### src/rtl/serial_subtractor_nbit.sv
// rtl/serial_subtractor_nbit.sv - bit-serial unsigned subtractor, one bit per clock
// Result and final borrow update only on entry to DONE and hold across later starts.
module serial_subtractor_nbit #(
  parameter int BIT_WIDTH = 4
) (
  input  logic                 clk,
  input  logic                 n_rst,
  input  logic                 start,
  input  logic [BIT_WIDTH-1:0] a,
  input  logic [BIT_WIDTH-1:0] b,
  input  logic                 borrow_in,
  output logic                 busy,
  output logic                 done,
  output logic [BIT_WIDTH-1:0] diff,
  output logic                 underflow
);

  localparam int CW = $clog2(BIT_WIDTH) + 1;

  typedef enum logic [1:0] {
    IDLE = 2'd0,
    CALC = 2'd1,
    DONE = 2'd2
  } state_t;

  state_t               state_q;
  logic [BIT_WIDTH-1:0] a_q;
  logic [BIT_WIDTH-1:0] b_q;
  logic [BIT_WIDTH-1:0] res_q;
  logic [BIT_WIDTH-1:0] res_d;
  logic [BIT_WIDTH:0]   res_ext;
  logic [BIT_WIDTH-1:0] diff_q;
  logic                 underflow_q;
  logic                 borrow_q;
  logic                 borrow_d;
  logic                 d_bit;
  logic                 last_bit;
  logic [CW-1:0]        cnt_q;

  // Full-subtractor cell on the LSBs of the working registers.
  assign d_bit    = a_q[0] ^ b_q[0] ^ borrow_q;
  assign borrow_d = (~a_q[0] & b_q[0]) | (~a_q[0] & borrow_q) | (b_q[0] & borrow_q);
  assign res_ext  = {d_bit, res_q};
  assign res_d    = res_ext[BIT_WIDTH:1];
  assign last_bit = (cnt_q == CW'(BIT_WIDTH - 1));

  always_ff @(posedge clk or negedge n_rst) begin
    if (!n_rst) begin
      state_q     <= IDLE;
      a_q         <= '0;
      b_q         <= '0;
      res_q       <= '0;
      borrow_q    <= 1'b0;
      cnt_q       <= '0;
      diff_q      <= '0;
      underflow_q <= 1'b0;
    end else begin
      case (state_q)
        IDLE: begin
          if (start) begin
            a_q      <= a;
            b_q      <= b;
            borrow_q <= borrow_in;
            cnt_q    <= '0;
            state_q  <= CALC;
          end
        end
        CALC: begin
          a_q      <= a_q >> 1;
          b_q      <= b_q >> 1;
          borrow_q <= borrow_d;
          res_q    <= res_d;
          cnt_q    <= cnt_q + 1'b1;
          if (last_bit) begin
            diff_q      <= res_d;
            underflow_q <= borrow_d;
            state_q     <= DONE;
          end
        end
        DONE: begin
          state_q <= IDLE;
        end
        default: begin
          state_q <= IDLE;
        end
      endcase
    end
  end

  assign busy      = (state_q != IDLE);
  assign done      = (state_q == DONE);
  assign diff      = diff_q;
  assign underflow = underflow_q;

endmodule

### config.mk
export PLATFORM = sky130hd
export DESIGN_NAME = serial_subtractor_nbit
export DESIGN_NICKNAME = d
export VERILOG_FILES = /design/src/rtl/serial_subtractor_nbit.sv
export SDC_FILE = /design/constraint.sdc
export NUM_CORES = 1
export LEC_CHECK = 0
export ABC_AREA = 1
export CAP_MARGIN = 10
export CORE_MARGIN = 3
export CORE_UTILIZATION = 50
export CTS_BUF_LIST = sky130_fd_sc_hd__clkbuf_2 sky130_fd_sc_hd__clkbuf_4 sky130_fd_sc_hd__clkbuf_8
export CTS_CLUSTER_SIZE = 12
export DETAILED_ROUTE_END_ITERATION = 16
export GPL_ROUTABILITY_DRIVEN = 0
export PLACE_DENSITY = 0.77
export SLEW_MARGIN = 20
export SYNTH_ARGS = -nofsm -noshare
export SYNTH_HDL_FRONTEND = slang
export SYNTH_SLANG_ARGS = --single-unit
### constraint.sdc
create_clock -name clk -period 1.35 [get_ports clk]
set_input_delay 0.3375 -clock clk [delete_from_list [all_inputs] [get_ports clk]]
set_output_delay 0.3375 -clock clk [all_outputs]
set_load 0.1 [all_outputs]
Word level (Yosys, flattened, before mapping)
Index checks and enable logic that the tools add are counted.

Output and inout bits: 7. Flip-flop bits (word level): 23. Input port bits: 12.

Bitwise gates (word level): 8. Reductions and logical operators: 6. Mux-type cells: 11. Equal/unequal tests: 5. $add $sub $neg: 1.

Operator list (number): case mux 4 bit (2 select lines) (2); 2-to-1 mux 4 bit (2); case mux 3 bit (2 select lines) (1); AND reduction 2 bit (3); 2-to-1 mux 2 bit (2); inequality test 2 bit, second input constant (2); case mux 2 bit (2 select lines) (1); nonzero test 2 bit (2); adder 3 x 1 -> 3 bit, second input constant (1); AND 1 bit (3); equality test 3 x 2 -> 1 bit, second input constant (1); 2-to-1 mux 3 bit (1); equality test 2 x 1 -> 1 bit, second input constant (1); equality test 2 bit, second input constant (1); zero test 2 bit (1); OR 1 bit (2); case mux 1 bit (2 select lines) (1); XOR 1 bit (2); 2-to-1 mux 1 bit (1); NOT 1 bit (1).

Longest topological paths before layout
Depth in word-level cells: 5. Gate-level depth with buffers: 6. Gate-level depth less buffers: 6.

Least setup slack after synthesis
OpenSTA, ideal clock, no wires.

Path type: reg-to-output. From: reg state_q[0]. To: out done. Stages on the path, launching flop included: 3. Data arrival time: 1.877 ns. Slack: -0.864 ns. Path through: dfrtp_1 buf_4 nor2_1.

Cells in the longest elaborated chain, start to end: 1.

Ends and longest elaborated chain: from (decl) (line 26) `state_t state_q;`; from (signal assigned) (line 49) `state_q <= IDLE;`; from (signal assigned) (line 65) `state_q <= CALC;`; from (signal assigned) (line 77) `state_q <= DONE;`; equality test 2 bit (line 91) `assign done = (state_q == DONE);`; to (decl) (line 13) `output logic done,`.

Every way passes these cells.

Worst setup path in the final report
From: reg state_q[1]. To: out busy.

Cells in the longest elaborated chain, start to end: 1.

Ends and longest elaborated chain: nonzero test 2 bit (line 90) `assign busy = (state_q != IDLE);`; to (decl) (line 12) `output logic busy,`.

Every way passes these cells.

==> run metrics <==
Placed Area around 0.0013 sq mm; min Tclk post-route between 1500 and 2000 ps; Gate power share 0.576; I/O Pins 19; PD cells 2761 mW/mm^2; pin count of the biggest net entering global routing 23; status complete, but fails checks; final non-filler cell total between 150 and 200; crit end category output pin; Simple-Gate Fraction of Synth Area 0.2518; worst hold path class input pin to async pin; FF-to-FF End a_q[2]; CTS buffer count 3; top post-synthesis cells by area dfrtp_1, nand2_1, inv_1, nand3_1, o21ai_1; Max-slew headroom 0.7394; Peak Freq about 0.65 GHz; reg-to-reg slack, setup -40 ps; Compound-Gate Fraction of Synth Area 0.06724; max-slew violations 0; worst endpoint data arrival time around 1200 ps; post-route setup slack -180.9 ps; ratio of routed vias to standard cells 4.787; input/output buffers 18; critical path peak fanout 3; Final setup viols 5; Ys Warns 0; DR WL/cell 11.66 um; Yosys top cell by area dfrtp_1; ANT nets after route 0; Seq/Total Area, Yosys 0.5379; vias in the first global route 877; Die X about 51 um; critical path class flip-flop to output pin; Post-Syn Instances 121; CTS H-tree depth 1; share of cells above drive strength 1 0.2081; CORE AREA 0.001821 sq mm; Place WS -97.11 ps; Post-CTS Hold Buffers 0; area grow syn2layout 39.98%; Mapped Area 0.001023 sq mm; clock latency on the worst-skew pair 300 ps; Syn Nets 136; global-route wire length before repair 3.781 mm; worst-margin pin slew 390.9 ps; part of the cycle the worst path needs 1.134; Die H 51.25 um; Post-Synth Adder-Cell Area 0.04401; Worst Skew 5.204 ps; failing checks negative setup slack; VDD IR-drop max around 1700 uV; clk buf depth 2; Clock transition at path regs 120 ps; drt first pass iters 4; grt total ovfl 0; Rows 15; CTS Sinks 22; root buf cell clkbuf_4; Leak Pwr between 0.7 and 0.8 nW; initial drt markers 16; GR Util All Layers 0.1916; Startpoint Class flip-flop; unrepaired setup endpoints after global routing yes; Critical R2R Launch state_q[0]; clock share of power 0.125; Avg Synthesized Cell Area 8.459 sq um; dpl hpwl approximately 1.5 mm; ant diodes 0; XOR/XNOR Fraction of Synth Area 0; P_int 2.134 mW; share of the synthesized area in the top cell type 0.5379; R2R cell count 5; Req. time, crit path 1010 ps; post-route cell area roughly 0.0014 sq mm; DRC Markers 0; Die Area 0.002626 sq mm; initial antenna violation count 0; sw power 1.821 mW; final hold viol count 0; via count roughly 830; Setup TNS -425.6 ps; largest family of logic cells by synthesized area simple AND/OR/NAND/NOR gates; Placed Cells 166; Tot Pwr 3.955 mW; switch share 0.4605; final wirelength roughly 2 mm; Nets 165; Max Cap Viol 0; Initial Util 0.5622; synth unique cells 17; TritonCTS clock tree built; # fillers 135; post-synthesis mux area share 0; Synth Register Bits 22; register share of total power 0.299
==> registers in the layout (all words and copies together) (netlist names) <==
name / cells
res_q: 3
state_q: 2
diff: 4
b_q: 4
underflow: 1
a_q: 4
borrow_q: 1
cnt_q: 3
==> synthesized netlist by cell type (all sizes together) <==
cell	instances
a21oi	2
nand3	9
fa	1
o21ai	11
buf	2
ha	2
dfrtp	22
nor2	4
inv	22
nand2	46
==> per-stage QoR <==
stage | util | hold slack [ps]
global placement | 0.7340 | 458.1
CTS | 0.7869 | 361.7
detailed placement | 0.7340 | 465.2
global route | 0.7869 | 393.7
finish | 0.7869 | 360.6
floorplan | - | 41.91
==> repair_timing <==
action / in CTS / in global routing
pin swaps: 1 / 1
buffers inserted: 4 / 0
gates resized for setup: 1 / 0
cloned: 0 / 0
endpoints found under the setup margin: 2 / 12
endpoints found under the hold margin: 0 / 0
==> cell usage in the layout, fill, tap and decap left out <==
master	count
dfrtp_2	2
nand3_1	9
o21ai_0	4
a21oi_1	2
inv_2	2
nand2_1	43
bufinv_16	1
inv_1	19
clkdlybuf4s50_1	11
nor2_1	1
buf_4	7
dfrtp_1	20
buf_12	8
nor2_4	3
clkbuf_4	3
o21ai_1	6
nand2_2	1
o21ai_2	1
nand2_4	2
fa_1	1
ha_1	2
clkinvlp_4	1
==> logic make-up (layout without fill, tap and decap cells) <==
family | after synthesis | after routing
AO/OA/AOI/OAI | 13 | 13
AND/OR/NAND/NOR | 59 | 59
buffers and inverters | 24 | 52
adder cells (fa/ha/maj) | 3 | 3
flip-flops | 22 | 22
==> area by class of cell <==
class	instances	area, sq um	share of cell area
repair buffers	26	322.8	0.2253
well taps	25	31.28	0.02183
flip-flops and latches	22	553.0	0.3860
clock buffers	3	22.52	0.01572
inverters	22	86.33	0.06026
multi-input cells	75	386.6	0.2699
clock inverters	1	30.03	0.02096
==> power groups by stage <==
stage | clock [mW] | combinational (mW) | sequential [mW]
floorplan | 0 | 1.08 | 1.58
global placement | 0 | 2.10 | 1.19
detailed placement | 0 | 2.16 | 1.21
CTS | 0.509 | 2.30 | 1.18
global route | 0.544 | 2.50 | 1.22
finish | 0.493 | 2.28 | 1.18
==> routing by layer <==
metal | share of wire | vias to the layer above | global-route usage
met5 | 0 | - | 0
met4 | 0.010 | 0 | 0.07424
met3 | 0.035 | 4 | 0.03499
met2 | 0.52 | 14 | 0.3391
met1 | 0.43 | 392 | 0.2299
li1 | - | 423 | -
==> worst max-delay path, stage by stage, from the launching register on <==
cell	delay, ps
dfrtp_2	450
nor2_4	150
clkinvlp_4	120
buf_12	170
==> worst max path at each step <==
| stage | from | cells past startpoint | slack [ps] | endpoint |
|---|---|---|---|---|
| global route | state_q[1] | 3 | -260 | busy |
| detailed placement | start | 4 | -100 | cnt_q[2] |
| CTS | state_q[0] | 3 | -190 | busy |
| global placement | start | 4 | -70 | cnt_q[2] |
| finish | state_q[1] | 3 | -180 | busy |
| floorplan | state_q[0] | 3 | -100 | busy |
Note: power is estimated with default switching activity, not from simulation.
